`config.mk`:
```
export PLATFORM = sky130hd
export DESIGN_NAME = ballot_controller
export DESIGN_NICKNAME = d
export VERILOG_FILES = /design/src/rtl/ballot_controller.sv
export SDC_FILE = /design/constraint.sdc
export NUM_CORES = 1
export LEC_CHECK = 0
export CAP_MARGIN = 25
export CORE_UTILIZATION = 52
export CTS_BUF_LIST = sky130_fd_sc_hd__clkbuf_8 sky130_fd_sc_hd__clkbuf_16
export CTS_CLUSTER_SIZE = 28
export DETAILED_ROUTE_END_ITERATION = 8
export PLACE_DENSITY = 0.79
export SYNTH_ARGS = -nofsm -noshare
export SYNTH_HDL_FRONTEND = slang
export SYNTH_SLANG_ARGS = --single-unit
```
`constraint.sdc`:
```
create_clock -name clock -period 2.74 [get_ports clock]
set_clock_uncertainty 0.1 [all_clocks]
set_input_delay 0.548 -clock clock [delete_from_list [all_inputs] [get_ports clock]]
set_output_delay 0.548 -clock clock [all_outputs]
set_load 0.005 [all_outputs]
```
`src/rtl/ballot_controller.sv`:
```
// Polling-session sequencer for the EVM vote counter: officer/voter buttons in,
// one valid/ready cast per released ballot out, plus result-browse index.
module ballot_controller #(
  parameter int N_CAND         = 4,
  parameter int TIMEOUT_CYCLES = 1000,
  parameter int LOCK_CYCLES    = 16
) (
  input  logic                      clock,
  input  logic                      reset,
  input  logic                      open_poll,
  input  logic                      ballot_release,
  input  logic                      close_poll,
  input  logic                      next_result,
  input  logic [N_CAND-1:0]         v,
  input  logic                      cast_ready,
  output logic                      cast_valid,
  output logic [$clog2(N_CAND)-1:0] cast_idx,
  output logic                      ready_lamp,
  output logic                      armed_lamp,
  output logic                      busy,
  output logic                      result_mode,
  output logic [$clog2(N_CAND)-1:0] result_sel,
  output logic                      invalid_vote,
  output logic                      timeout_pulse,
  output logic [7:0]                ballots_cast
);

  localparam int IDX_W = $clog2(N_CAND);
  localparam int TMO_W = $clog2(TIMEOUT_CYCLES + 1);
  localparam int LCK_W = $clog2(LOCK_CYCLES + 1);
  localparam logic [TMO_W-1:0] TMO_LAST = TMO_W'(TIMEOUT_CYCLES - 1);
  localparam logic [LCK_W-1:0] LCK_LAST = LCK_W'(LOCK_CYCLES - 1);
  localparam logic [IDX_W-1:0] SEL_LAST = IDX_W'(N_CAND - 1);

  typedef enum logic [2:0] {
    IDLE, READY, ARMED, CAST, LOCK, RESULTS
  } state_t;

  state_t state, state_nxt;

  logic [3:0]       btn, btn_prev, btn_edge;
  logic             open_edge, release_edge, close_edge, next_edge;
  logic             v_onehot, v_multi;
  logic             load_idx, tmo_hit, xfer;
  logic [TMO_W-1:0] tmo_cnt;
  logic [LCK_W-1:0] lck_cnt;

  function automatic logic is_onehot(input logic [N_CAND-1:0] x);
    return (x != '0) && ((x & (x - N_CAND'(1))) == '0);
  endfunction

  function automatic logic [IDX_W-1:0] encode(input logic [N_CAND-1:0] x);
    logic [IDX_W-1:0] idx;
    idx = '0;
    for (int i = 0; i < N_CAND; i++)
      if (x[i]) idx = IDX_W'(i);
    return idx;
  endfunction

  function automatic logic [7:0] sat_inc(input logic [7:0] x);
    return (x == 8'hFF) ? x : x + 8'd1;
  endfunction

  function automatic logic [IDX_W-1:0] wrap_inc(input logic [IDX_W-1:0] x);
    return (x == SEL_LAST) ? '0 : x + IDX_W'(1);
  endfunction

  assign btn          = {open_poll, ballot_release, close_poll, next_result};
  assign btn_edge     = btn & ~btn_prev;
  assign open_edge    = btn_edge[3];
  assign release_edge = btn_edge[2];
  assign close_edge   = btn_edge[1];
  assign next_edge    = btn_edge[0];
  assign v_onehot     = is_onehot(v);
  assign v_multi      = (v != '0) && !v_onehot;

  // prev resets high so a button held through reset release yields no edge
  always_ff @(posedge clock or posedge reset) begin
    if (reset) btn_prev <= '1;
    else       btn_prev <= btn;
  end

  always_ff @(posedge clock or posedge reset) begin
    if (reset) state <= IDLE;
    else       state <= state_nxt;
  end

  always_comb begin
    state_nxt = state;
    load_idx  = 1'b0;
    tmo_hit   = 1'b0;
    xfer      = 1'b0;
    case (state)
      IDLE:    if (open_edge) state_nxt = READY;
      READY: begin
        if (close_edge)        state_nxt = RESULTS;
        else if (release_edge) state_nxt = ARMED;
      end
      ARMED: begin
        if (v_onehot) begin
          state_nxt = CAST;
          load_idx  = 1'b1;
        end else if (tmo_cnt == TMO_LAST) begin
          state_nxt = READY;
          tmo_hit   = 1'b1;
        end
      end
      CAST: begin
        if (cast_ready) begin
          state_nxt = LOCK;
          xfer      = 1'b1;
        end
      end
      // lock counter saturates at its last value, so == acts as >=
      LOCK:    if (lck_cnt == LCK_LAST && v == '0) state_nxt = READY;
      RESULTS: state_nxt = RESULTS;
      default: state_nxt = IDLE;
    endcase
  end

  always_ff @(posedge clock or posedge reset) begin
    if (reset) begin
      tmo_cnt       <= '0;
      lck_cnt       <= '0;
      cast_idx      <= '0;
      invalid_vote  <= 1'b0;
      timeout_pulse <= 1'b0;
      ballots_cast  <= '0;
      result_sel    <= '0;
    end else begin
      tmo_cnt       <= (state == ARMED) ? tmo_cnt + TMO_W'(1) : '0;
      if (state != LOCK)          lck_cnt <= '0;
      else if (lck_cnt != LCK_LAST) lck_cnt <= lck_cnt + LCK_W'(1);
      if (load_idx) cast_idx <= encode(v);
      invalid_vote  <= (state_nxt == ARMED) && v_multi;
      timeout_pulse <= tmo_hit;
      if (xfer) ballots_cast <= sat_inc(ballots_cast);
      if (state != RESULTS) result_sel <= '0;
      else if (next_edge)   result_sel <= wrap_inc(result_sel);
    end
  end

  // cast_valid decodes the state so an asynchronous reset drops it at once
  assign cast_valid  = (state == CAST);
  assign ready_lamp  = (state == READY);
  assign armed_lamp  = (state == ARMED);
  assign busy        = (state == CAST) || (state == LOCK);
  assign result_mode = (state == RESULTS);

endmodule

```
==> results of run 1 <==
==> cells by family (layout without fill, tap and decap cells) <==
family | after synthesis | in the layout | share of synthesized area, %
adder cells (fa/ha/maj) | 6 | 6 | 4.15
multiplexers | 5 | 5 | 3.01
buffers and inverters | 12 | 46 | 3.29
XOR/XNOR | 17 | 17 | 8.52
flip-flops | 36 | 36 | 51.9
AND/OR/NAND/NOR | 69 | 69 | 21.5
AO/OA/AOI/OAI | 17 | 17 | 7.67
==> flip-flops by register name, summed over array words and instances (netlist names) <==
signal         count
invalid_vote       1
timeout_pulse      1
result_sel         2
lck_cnt            5
tmo_cnt           10
state              3
cast_idx           2
btn_prev           4
ballots_cast       8
==> final timing paths <==
kind	from	end	slack (ns)	depth (start not counted)
worst max-delay path	state[2]	busy	0.20	3
worst min-delay path	tmo_cnt[0]	tmo_cnt[0]	0.40	1
worst max register to register	lck_cnt[0]	state[0]	0.41	7
worst min register to register	tmo_cnt[0]	tmo_cnt[0]	0.40	1
max in group asynchronous	reset	btn_prev[2]	1.64	3
min in group asynchronous	reset	invalid_vote	0.57	3
==> layout by cell type (no fill, tap or decap), drive strengths merged, types with 3 or more instances in the layout <==
| cell | netlist | routed |
|---|---|---|
| mux2i | 3 | 3 |
| xor2 | 6 | 6 |
| clkbuf | 1 | 5 |
| nand2 | 13 | 13 |
| nor3 | 5 | 5 |
| clkdlybuf4s50 | 0 | 29 |
| nand3 | 3 | 3 |
| inv | 8 | 10 |
| nor2b | 3 | 3 |
| nand2b | 3 | 3 |
| a21oi | 5 | 5 |
| nand4 | 4 | 4 |
| nand4b | 3 | 3 |
| nor2 | 19 | 19 |
| ha | 5 | 5 |
| or3 | 3 | 3 |
| and3 | 5 | 5 |
| xnor2 | 11 | 11 |
| dfstp | 4 | 4 |
| o21ai | 4 | 4 |
| dfrtp | 32 | 32 |
==> through the flow <==
stage               hold slack, ns  total power (W)  util [%]  cell area, sq um
floorplan                    0.355         0.000768         -              1750
global placement             0.373         0.000882      66.5              2080
detailed placement           0.380         0.000903      66.5              2080
CTS                          0.400          0.00123      68.9              2160
global route                 0.433          0.00130      68.9              2160
finish                       0.399          0.00122      68.9              2160
==> final cells by class <==
cell class	count	area, sq um	share of cell area, %
flip-flops and latches	36	906	42.0
multi-input cells	114	783	36.3
repair buffers	31	305	14.2
clock buffers	5	68.8	3.19
well taps	44	55.1	2.55
inverters	8	30.0	1.39
clock inverters	2	7.51	0.348
==> per-layer routing <==
layer | GRT usage, % | wire, um
met2 | 34.3 | 1610
met4 | 9.30 | 54
met1 | 26.2 | 1390
met3 | 6.28 | 118
met5 | 0 | 0
==> report_power, final <==
part	total (W)	internal, W	switching [W]	leakage [nW]
combinational	0.000251	0.000147	0.000104	0.435
clock	0.000329	0.000167	0.000162	0.0466
sequential	0.000638	0.000586	0.0000517	0.471
total	0.00122	0.000900	0.000317	0.953
==> metrics, run 1 <==
placed cells=about 230; initial core utilization=55.8%; CTS tree=done; number of buffers created by CTS=5; grt total ovfl=0; CP required=2.09 ns; Avg WL per Cell=~13 um; register area share after synthesis=51.9%; I/O Pins=30; gpl congestion=0.772; CTS Sinks=36; first-pass GRT wire length=~5500 um; most common cell in the netlist=dfrtp_1; status=complete, no violations; Post-Synthesis Cell Area=about 0.0017 sq mm; fillers=about 260; Synth Net Count=178; max-cap violations=0; TNS Setup=0 ns; core area=roughly 0.0031 sq mm; worst min-delay path class=register to register; CP Max Fanout=9; synth unique cells=45; Final ANT Viol Nets=0; Critical-path top delay cell=or3b_2; final worst slack=around 0.2 ns; largest net degree at the start of global routing=37; Inserted Diodes=0; leading area contributor after synthesis=dfrtp_1; initial antenna violation count=0; slew margin rel.=between 70 and 80%; drt first pass iters=4; Synth area leaders=dfrtp_1 46%, dfstp_2 6.0%, xnor2_1 5.5%, nor2_1 4.1%, ha_1 3.6%; crit start category=register; pre-CTS setup slack=~0.37 ns; P&R area growth vs syn=23.4%; CTS Hold Buffers Added=0; Die X=between 50 and 60 um; Setup CP Type=register to output port; Pleak=0.953 nW; clock root cell=clkbuf_8; Seq cells post-synth=36; Die Y-Extent=60.0 um; worst-path cell chain=or3b_2 > nand2_1 > clkdlybuf4s50_1; top cell type's share of synthesized area=between 40% and 50%; GRT Total Usage=between 20% and 30%; Buf/Inv on CP=1; most frequent cells after synthesis=32 x dfrtp_1, 19 x nor2_1, 13 x nand2_1, 11 x xnor2_1, 8 x inv_1; Async S/R FF share, synth=100%; Worst VDD drop=408 uV; fmax=between 300 and 400 MHz; Setup crit end kind=output port; P per Cell Area=~560 mW/mm^2; Gate Count Post-Synth=between 150 and 200; Synthesis Warnings=0; final std cells w/o fill=between 200 and 250; row count=20; ratio of cells with drive above 1 in the final layout=between 10% and 20%; initial drt markers=55; crit path time final=between 2 and 3 ns; Worst-path clk slew=approximately 0.07 ns; CP top delay family=simple AND/OR/NAND/NOR gates; Post-CTS Setup Bufs=0; dominant synthesized flop cell=dfrtp_1; max incr delay on CP=about 0.55 ns; Post-synth EDFFs=0; DPL Wire Length=roughly 2500 um; via count=1285; RSZ-0062 raised after global routing=false; final setup vio count=0; worst-margin pin slew=about 0.44 ns; syn avg cell area=roughly 11 sq um; nets=212; Worst-Skew Late Latency=~0.28 ns; DR vias/cell=approximately 5.4; Max Root-Sink Buffers=2; Port-buffer cells=29; drt total wl=roughly 3200 um; detailed-route DRC error count=0; cts repair resizes=0; Arrival @ worst endpoint=around 1.9 ns; Final Max Tran Viols=0; vias in the first global route=approximately 1300; CTS H-tree depth=2; Die Area=roughly 0.0036 sq mm; final period utilization=slightly above 90%; final hold viol count=0
No activity file was read; power rests on OpenSTA's default activity.
==> run 2: changes to the inputs <==
REMOVE_ABC_BUFFERS = 1   (was not set)
SLEW_MARGIN = 30   (was not set)
==> run 2 against run 1 <==
Die area stayed put. Critical path depth did not move. Worst setup slack lost 0.072 ns. Core utilization grew 0.44 points. Hold slack got worse by 0.0091 ns. Sequential cell count did not move. Largest cell class unchanged.
==> metrics, run 2 (same netlist as run 1, synthesis figures left out) <==
max-cap violations=0 (unchanged); status=complete, no violations; Arrival @ worst endpoint=1.96 ns (+0.07 ns); DR vias/cell=5.29 (-1.3%); Port-buffer cells=29 (unchanged); Avg WL per Cell=13.8 um (+4.7%); TNS Setup=0 ns (unchanged); most frequent cells in the layout=32 x dfrtp_1, 29 x clkdlybuf4s50_1, 19 x nor2_1; initial antenna violation count=0 (unchanged); I/O Pins=30 (unchanged); Post-CTS Setup Bufs=0 (unchanged); CTS tree=done; CTS Hold Buffers Added=0 (unchanged); Inserted Diodes=0 (unchanged); ratio of cells with drive above 1 in the final layout=11.7% (+0.45 points); largest net degree at the start of global routing=37 (unchanged); CP top delay family=simple AND/OR/NAND/NOR gates; P per Cell Area=582 mW/mm^2 (+2.9%); fmax=383 MHz (-2.8%); Pleak=0.960 nW (+0.75%); Die Area=0.00359 sq mm (unchanged); final period utilization=95.2% (+2.6 points); Largest regs=tmo_cnt (10), ballots_cast (8), lck_cnt (5); Worst-path clk slew=0.07 ns (about the same); Critical-path top delay cell=or3b_2; number of buffers created by CTS=5 (unchanged); Die Y-Extent=60.0 um (unchanged); max incr delay on CP=0.57 ns (+0.02 ns); Worst-Skew Late Latency=0.29 ns (about the same); final setup vio count=0 (unchanged); Final ANT Viol Nets=0 (unchanged); DPL Wire Length=2440 um (-1.1%); Setup crit end kind=output port; RSZ-0062 raised after global routing=false; largest register by flop count=tmo_cnt; cts repair resizes=0 (unchanged); clock root cell=clkbuf_8; initial drt markers=42 (-24%); initial core utilization=55.8% (unchanged); Worst VDD drop=424 uV (+4.0%); via count=1274 (-0.86%); max reg flops=10 (unchanged); drt total wl=3340 um (+5.1%); final hold viol count=0 (unchanged); row count=20 (unchanged); worst-path cell chain=or3b_2 > nand2_1 > clkdlybuf4s50_1; first-pass GRT wire length=5540 um (+0.36%); worst hold slack=0.390 ns (-0.00914 ns); core area=0.00313 sq mm (unchanged); final core utilization=69.4% (+0.44 points); nets=212 (unchanged); detailed-route DRC error count=0 (unchanged); vias in the first global route=1304 (+2.4%); Final Max Tran Viols=0 (unchanged); grt total ovfl=0 (unchanged); CP Max Fanout=9 (unchanged); worst-margin pin slew=0.441 ns (-0.00140 ns); gpl congestion=0.766 (-0.74%); drt first pass iters=4 (unchanged); Setup CP Type=register to output port; CTS Sinks=36 (unchanged); crit start category=register; Buf/Inv on CP=1 (unchanged); slew margin rel.=70.6% (+0.19 points); CP required=2.09 ns (about the same); leading cell type in the layout, fill and taps excluded=dfrtp_1; CTS H-tree depth=2 (unchanged); GRT Total Usage=21.8% (+0.60 points); crit path time final=2.61 ns (+0.0721 ns); Die X=60.0 um (unchanged); worst min-delay path class=register to register; P&R area growth vs syn=24.2%; Max Root-Sink Buffers=2 (unchanged)
-- run 2: cell types whose count changed in the layout (fill, tap and decap cells not counted), sizes merged --
cell | previous run | this run
clkbuf | 5 | 6
-- run 2: final cells by class --
cell class,instances,area [sq um]
fillers,248,958
inverters,8,30.0
repair buffers,31,305
well taps,44,55.1
clock buffers,6,82.6
multi-input cells,114,783
flip-flops and latches,36,906
clock inverters,2,7.51
-- run 2: per-layer routing --
layer  up-vias  part of all wire (%)  global-route usage [%]
li1        624                     -                       -
met1       610                    45                    26.1
met2        29                    49                    35.4
met3        11                   3.5                    6.71
met4         0                   2.7                    11.0
met5         -                     0                       0
-- run 2: metrics by stage --
stage | cells | setup slack (ns) | instance area, sq um | power [W]
detailed placement | 233 | 0.363 | 2080 | 0.000902
CTS | 241 | 0.121 | 2170 | 0.00128
floorplan | 158 | 0.564 | 1720 | 0.000764
global route | 241 | 0.0369 | 2170 | 0.00133
finish | 241 | 0.131 | 2170 | 0.00126
global placement | 233 | 0.439 | 2080 | 0.000881
-- run 2: worst paths after layout --
path / from / end / slack (ns) / depth (start not counted)
setup / recovery: state[2] / busy / 0.13 / 3
hold / removal: tmo_cnt[0] / tmo_cnt[0] / 0.39 / 1
setup reg to reg: lck_cnt[0] / state[0] / 0.41 / 7
hold reg to reg: tmo_cnt[0] / tmo_cnt[0] / 0.39 / 1
min in group asynchronous: reset / ballots_cast[6] / 0.57 / 3
max in group asynchronous: reset / btn_prev[1] / 1.63 / 3
-- run 2: power breakdown --
part | switching (W) | internal, W
registers | 0.0000532 | 0.000586
logic | 0.000103 | 0.000146
clock network | 0.000175 | 0.000197
total | 0.000332 | 0.000930
==> patch 1 (settings of run 1) <==
Set the parameter `TIMEOUT_CYCLES` to 4000 (it was 1000).
--- a/src/rtl/ballot_controller.sv
+++ b/src/rtl/ballot_controller.sv
@@ -3,5 +3,5 @@
 module ballot_controller #(
   parameter int N_CAND         = 4,
-  parameter int TIMEOUT_CYCLES = 1000,
+  parameter int TIMEOUT_CYCLES = 4000,
   parameter int LOCK_CYCLES    = 16
 ) (
Formal check against the unedited RTL: no difference found for any inputs over 10 cycles, from zero or initial values and one cycle with reset high; that may be too few to reach the edited logic, so the function may still have changed.
==> patch 1 against run 1 <==
- synthesized area increased by 5.1%
- routed wire length increased by 6.4%
- synthesized cell count increased by 8.0%
- register-to-register slack improved by 0.49 ns
- global-route usage decreased by 1.0 points
- sequential share of layout area increased by 0.051 points
- power increased by 3.9%
- final area increased by 5.4%
- setup slack improved by 0.012 ns
- worst hold slack improved by 0.0091 ns
- sequential cell count increased by 2
- critical path type unchanged
==> patch 1: results (changes against run 1) <==
| Step | Result | Reported | Delta |
| --- | --- | --- | --- |
| worst setup path | Worst path arrival time | 1.88 ns |  |
| yosys | Number of nets in the synthesized netlist | 191 | +7.3% |
| grt | GR met3 Demand/Resource | 5.04% | -1.2 points |
| place | Placed wire-length estimate | 2570 um | +4.1% |
| route | Detail Route met3 WL | 102 um | -14% |
| layout | Final layout net count | 225 | +6.1% |
| place | Dpl cells | 248 | +6.4% |
| grt | First-pass GRT wire length | 5540 um | +0.36% |
| yosys | XOR/XNOR Fraction of Synth Area | 10.0% | +1.5 points |
| route | Per-cell via count in the routed design | 5.38 | +0.46% |
| yosys | Largest cells by area after synthesis | sky130_fd_sc_hd__dfrtp_1 (46%), sky130_fd_sc_hd__xnor2_1 (6.7%), sky130_fd_sc_hd__dfstp_2 (5.7%) |  |
| yosys | Adder-cell area share of the yosys netlist | 3.95% | -0.20 points |
| yosys | Share of the synthesized area in compound gates (AO/OA/AOI/OAI) | 6.48% | -1.2 points |
| place | Placed Area | 0.00218 sq mm | +4.9% |
| place | RePlAce Congestion | 0.796 | +3.1% |
| pwr | Net switching share of the total power | 25.6% | -0.44 points |
| route | Routed WL per cell | 13.2 um | -0.25% |
| place | Setup Slack @ Placement | 0.460 ns | +0.0934 ns |
| grt | Total track usage | 20.2% | -1.0 points |
| pwr | Leakage component of the power | 0.994 nW | +4.3% |
| route | Drt initial violations | 41 | -25% |
| grt | Met1 routing resource usage after global routing | 25.5% | -0.73 points |
| pwr | Overall Power | 0.00127 W | +3.9% |
| yosys | Yosys cell types | 40 | -11% |
| pwr | Peak VDD IR | 0.378 mV | -7.2% |
| status | Status | finished clean |  |
| route | Length of routed met2 wiring | 1650 um | +2.4% |
| yosys | Multiplexer area fraction after synthesis | 3.07% | +0.059 points |
| worst setup path | Crit Path Max Fanout | 10 | +1 |
| layout | Biggest regs | tmo_cnt x12, ballots_cast x8, lck_cnt x5 |  |
| layout | Proportion of layout cells with a drive suffix above 1 | 9.52% | -1.7 points |
| grt | Via count of the first global-routing pass | 1313 | +3.1% |
| yosys | Seq/Total Area, Yosys | 52.1% | +0.22 points |
| route | Met1 routed wirelength after detailed routing | 1550 um | +12% |
| yosys | Leading post-synthesis cells by instance count | sky130_fd_sc_hd__dfrtp_1 (34), sky130_fd_sc_hd__nor2_1 (24), sky130_fd_sc_hd__nand2_1 (14), sky130_fd_sc_hd__xnor2_1 (14), sky130_fd_sc_hd__inv_1 (8) |  |
| pwr | Flop+latch power | 0.000652 W | +2% |
## patch 1: path summary, 6_finish.rpt
kind,end,depth (start not counted),slack [ns],startpoint
setup / recovery,busy,3,0.21,state[1]
hold / removal,tmo_cnt[0],1,0.41,tmo_cnt[0]
max in group asynchronous,btn_prev[0],3,1.61,reset
hold reg to reg,tmo_cnt[0],1,0.41,tmo_cnt[0]
setup reg to reg,state[0],6,0.90,lck_cnt[0]
min in group asynchronous,tmo_cnt[8],3,0.56,reset
## patch 1: cell type report
type,instances,area [sq um]
Inverter,8,30.0
Sequential cell,38,956
Tap cell,46,57.6
Multi-Input combinational cell,125,833
Clock inverter,2,7.51
Timing Repair Buffer,31,305
Clock buffer,6,82.6
Fill cell,286,1090
## patch 1: worst max-delay path, stage by stage (launching register included)
cell and delay (ns):
sky130_fd_sc_hd__dfrtp_1 0.47, sky130_fd_sc_hd__or3b_2 0.56, sky130_fd_sc_hd__nand2_1 0.08, sky130_fd_sc_hd__clkdlybuf4s50_1 0.49
==> patch 2 (flow settings as in run 1) <==
Made on the original files. Re-encode `state_t` (6 states) as one-hot, 6 bits wide.
--- a/src/rtl/ballot_controller.sv
+++ b/src/rtl/ballot_controller.sv
@@ -33,6 +33,6 @@
   localparam logic [IDX_W-1:0] SEL_LAST = IDX_W'(N_CAND - 1);
 
-  typedef enum logic [2:0] {
-    IDLE, READY, ARMED, CAST, LOCK, RESULTS
+  typedef enum logic [5:0] {
+    IDLE = 6'b000001, READY = 6'b000010, ARMED = 6'b000100, CAST = 6'b001000, LOCK = 6'b010000, RESULTS = 6'b100000
   } state_t;
 
Check against the original RTL: no difference found for any inputs over 10 cycles, from zero or initial values and one cycle with reset high; not proved beyond that.
==> patch 2 against run 1 <==
- non-clock buffer count up 3
- setup slack worse by 0.090 ns
- sequential cell count increased by 3
- routed wire length rose by 18%
- utilization is 1.6 points higher
- synthesized area grew 8.2%
- final area grew 12%
- power rose by 11%
- critical path type unchanged
==> patch 2: results (changes against run 1) <==
| Step | Result | Reported | Delta |
| --- | --- | --- | --- |
| status | Status | finished clean |  |
| clocking | TritonCTS Buffers | 5 | unchanged |
| worst setup path | Crit Path Max Fanout | 4 | -5 |
| layout | Biggest regs | tmo_cnt x10, ballots_cast x8, state x6 |  |
| route | Per-cell via count in the routed design | 5.53 | +3.3% |
| worst setup path | Reg2Reg Depth | 4 | -3 |
| clocking | H-tree depth reported by CTS | 2 | unchanged |
| route | Drt initial violations | 72 | +31% |
| yosys | Seq/Total Area, Yosys | 52.0% | +0.090 points |
| pwr | Leakage component of the power | 1.07 nW | +12% |
| place | Placed wire-length estimate | 2690 um | +9.2% |
| worst setup path | Capture point of the worst reg-to-reg path | ballots_cast[4] |  |
| grt | Via count of the first global-routing pass | 1419 | +11% |
| worst setup path | Worst flop-to-flop path startpoint | state[5] |  |
| yosys | Leading post-synthesis cells by instance count | sky130_fd_sc_hd__dfrtp_1 (34), sky130_fd_sc_hd__nor2_1 (17), sky130_fd_sc_hd__nand2_1 (13) |  |
| place | RePlAce Congestion | 0.826 | +7.0% |
| route | Routed WL per cell | 14.2 um | +7.1% |
| yosys | Number of nets in the synthesized netlist | 195 | +9.6% |
| grt | Pin count of the biggest net entering global routing | 40 | +8.1% |
| clocking | Deepest clock path buffer count | 2 | unchanged |
| yosys | Total of warnings raised by yosys | 0 | unchanged |
| layout | Cell Count, Final, Fillers Out | 265 | +10% |
| clocking | Clock root cell | sky130_fd_sc_hd__clkbuf_8 |  |
| clocking | Number of resized instances in the post-cts repair step | 0 | unchanged |
| grt | First-pass GRT wire length | 6420 um | +16% |
| grt | Total track usage | 21.3% | +0.11 points |
| yosys | Largest cells by area after synthesis | sky130_fd_sc_hd__dfrtp_1 (45%), sky130_fd_sc_hd__dfstp_2 (6.9%), sky130_fd_sc_hd__xor2_1 (4.6%) |  |
| worst setup path | Type of element launching the critical path | flop |  |
| clocking | Number of buffers inserted to repair setup after CTS | 0 | unchanged |
| pwr | Peak VDD IR | 0.423 mV | +3.9% |
| yosys | Mean post-synth cell area | 10.6 sq um | -2.0% |
| worst setup path | Worst path arrival time | 1.98 ns | +0.09 ns |
| place | Dpl cells | 257 | +10% |
| yosys | Async set or reset register ratio after synthesis | 100% | unchanged |
| yosys | Yosys cell types | 37 | -18% |
| layout | Fill cell instance count of the final layout | 255 | -3.4% |
| layout | Number of antenna repair diodes | 0 | unchanged |
| worst setup path | R2r setup slk | 0.79 ns | +0.38 ns |
| grt | Initial antenna violation count | 0 | unchanged |
| layout | Proportion of layout cells with a drive suffix above 1 | 10.0% | -1.2 points |
| layout | Final layout net count | 234 | +10% |
| timing | Worst slew margin relative to its limit | 68.6% | -1.8 points |
## patch 2: routing by layer
layer | global-route usage, % | vias to the layer above | share of wire (%)
met1 | 27.6 | 706 | 46
met2 | 35.4 | 34 | 50
met5 | 0 | - | 0
met4 | 7.56 | 0 | 1.4
li1 | - | 719 | -
met3 | 4.41 | 7 | 3.1
## patch 2: area by class of cell
type / instances / share of cell area, %
clock buffers: 5 / 2.86
repair buffers: 34 / 13.6
inverters: 9 / 1.40
well taps: 46 / 2.39
multi-input cells: 129 / 36.2
flip-flops and latches: 39 / 40.8
clock inverters: 3 / 2.80
## patch 2: where the power goes
part / leakage [nW] / total [W] / switching [W] / internal [W]
logic: 0.475 / 0.000147 / 0.0000705 / 0.0000769
registers: 0.526 / 0.000635 / 0.0000322 / 0.000602
clock network: 0.0644 / 0.000574 / 0.000211 / 0.000363
total: 1.07 / 0.00136 / 0.000314 / 0.00104
## patch 2: worst max-delay path, stage by stage, from the launching register on
cell and delay, ns:
sky130_fd_sc_hd__dfrtp_1 0.46, sky130_fd_sc_hd__nor4_4 0.40, sky130_fd_sc_hd__nand3b_1 0.19, sky130_fd_sc_hd__nand2_1 0.13, sky130_fd_sc_hd__clkdlybuf4s50_1 0.50
## patch 2: cell families (layout without fill, tap and decap cells)
| family | after synthesis | after routing | share of synthesized area (%) |
|---|---|---|---|
| AND/OR/NAND/NOR | 84 | 84 | 26.7 |
| flip-flops | 39 | 39 | 52.0 |
| AO/OA/AOI/OAI | 20 | 20 | 6.22 |
| XOR/XNOR | 17 | 17 | 7.88 |
| buffers and inverters | 11 | 51 | 2.25 |
| adder cells (fa/ha/maj) | 5 | 5 | 3.31 |
| multiplexers | 3 | 3 | 1.65 |
## patch 2: worst min path at each step
| stage | start | to | slack [ns] | cells after the start |
|---|---|---|---|---|
| after floorplan | tmo_cnt[0] | tmo_cnt[0] | 0.35 | 1 |
| after CTS | tmo_cnt[0] | tmo_cnt[0] | 0.39 | 1 |
| after global placement | tmo_cnt[0] | tmo_cnt[0] | 0.37 | 1 |
| after detailed placement | tmo_cnt[0] | tmo_cnt[0] | 0.38 | 1 |
| final | tmo_cnt[0] | tmo_cnt[0] | 0.38 | 1 |
| after global routing | tmo_cnt[0] | tmo_cnt[0] | 0.41 | 1 |
## patch 2: per-stage QoR
stage	hold WS [ns]	worst slack [ns]	instance area, sq um
2_1_floorplan	0.355	0.835	1890
3_3_place_gp	0.374	0.449	2270
3_5_place_dp	0.376	0.385	2270
4_1_cts	0.387	0.0654	2400
5_1_grt	0.413	0.0191	2410
6_report	0.383	0.114	2410
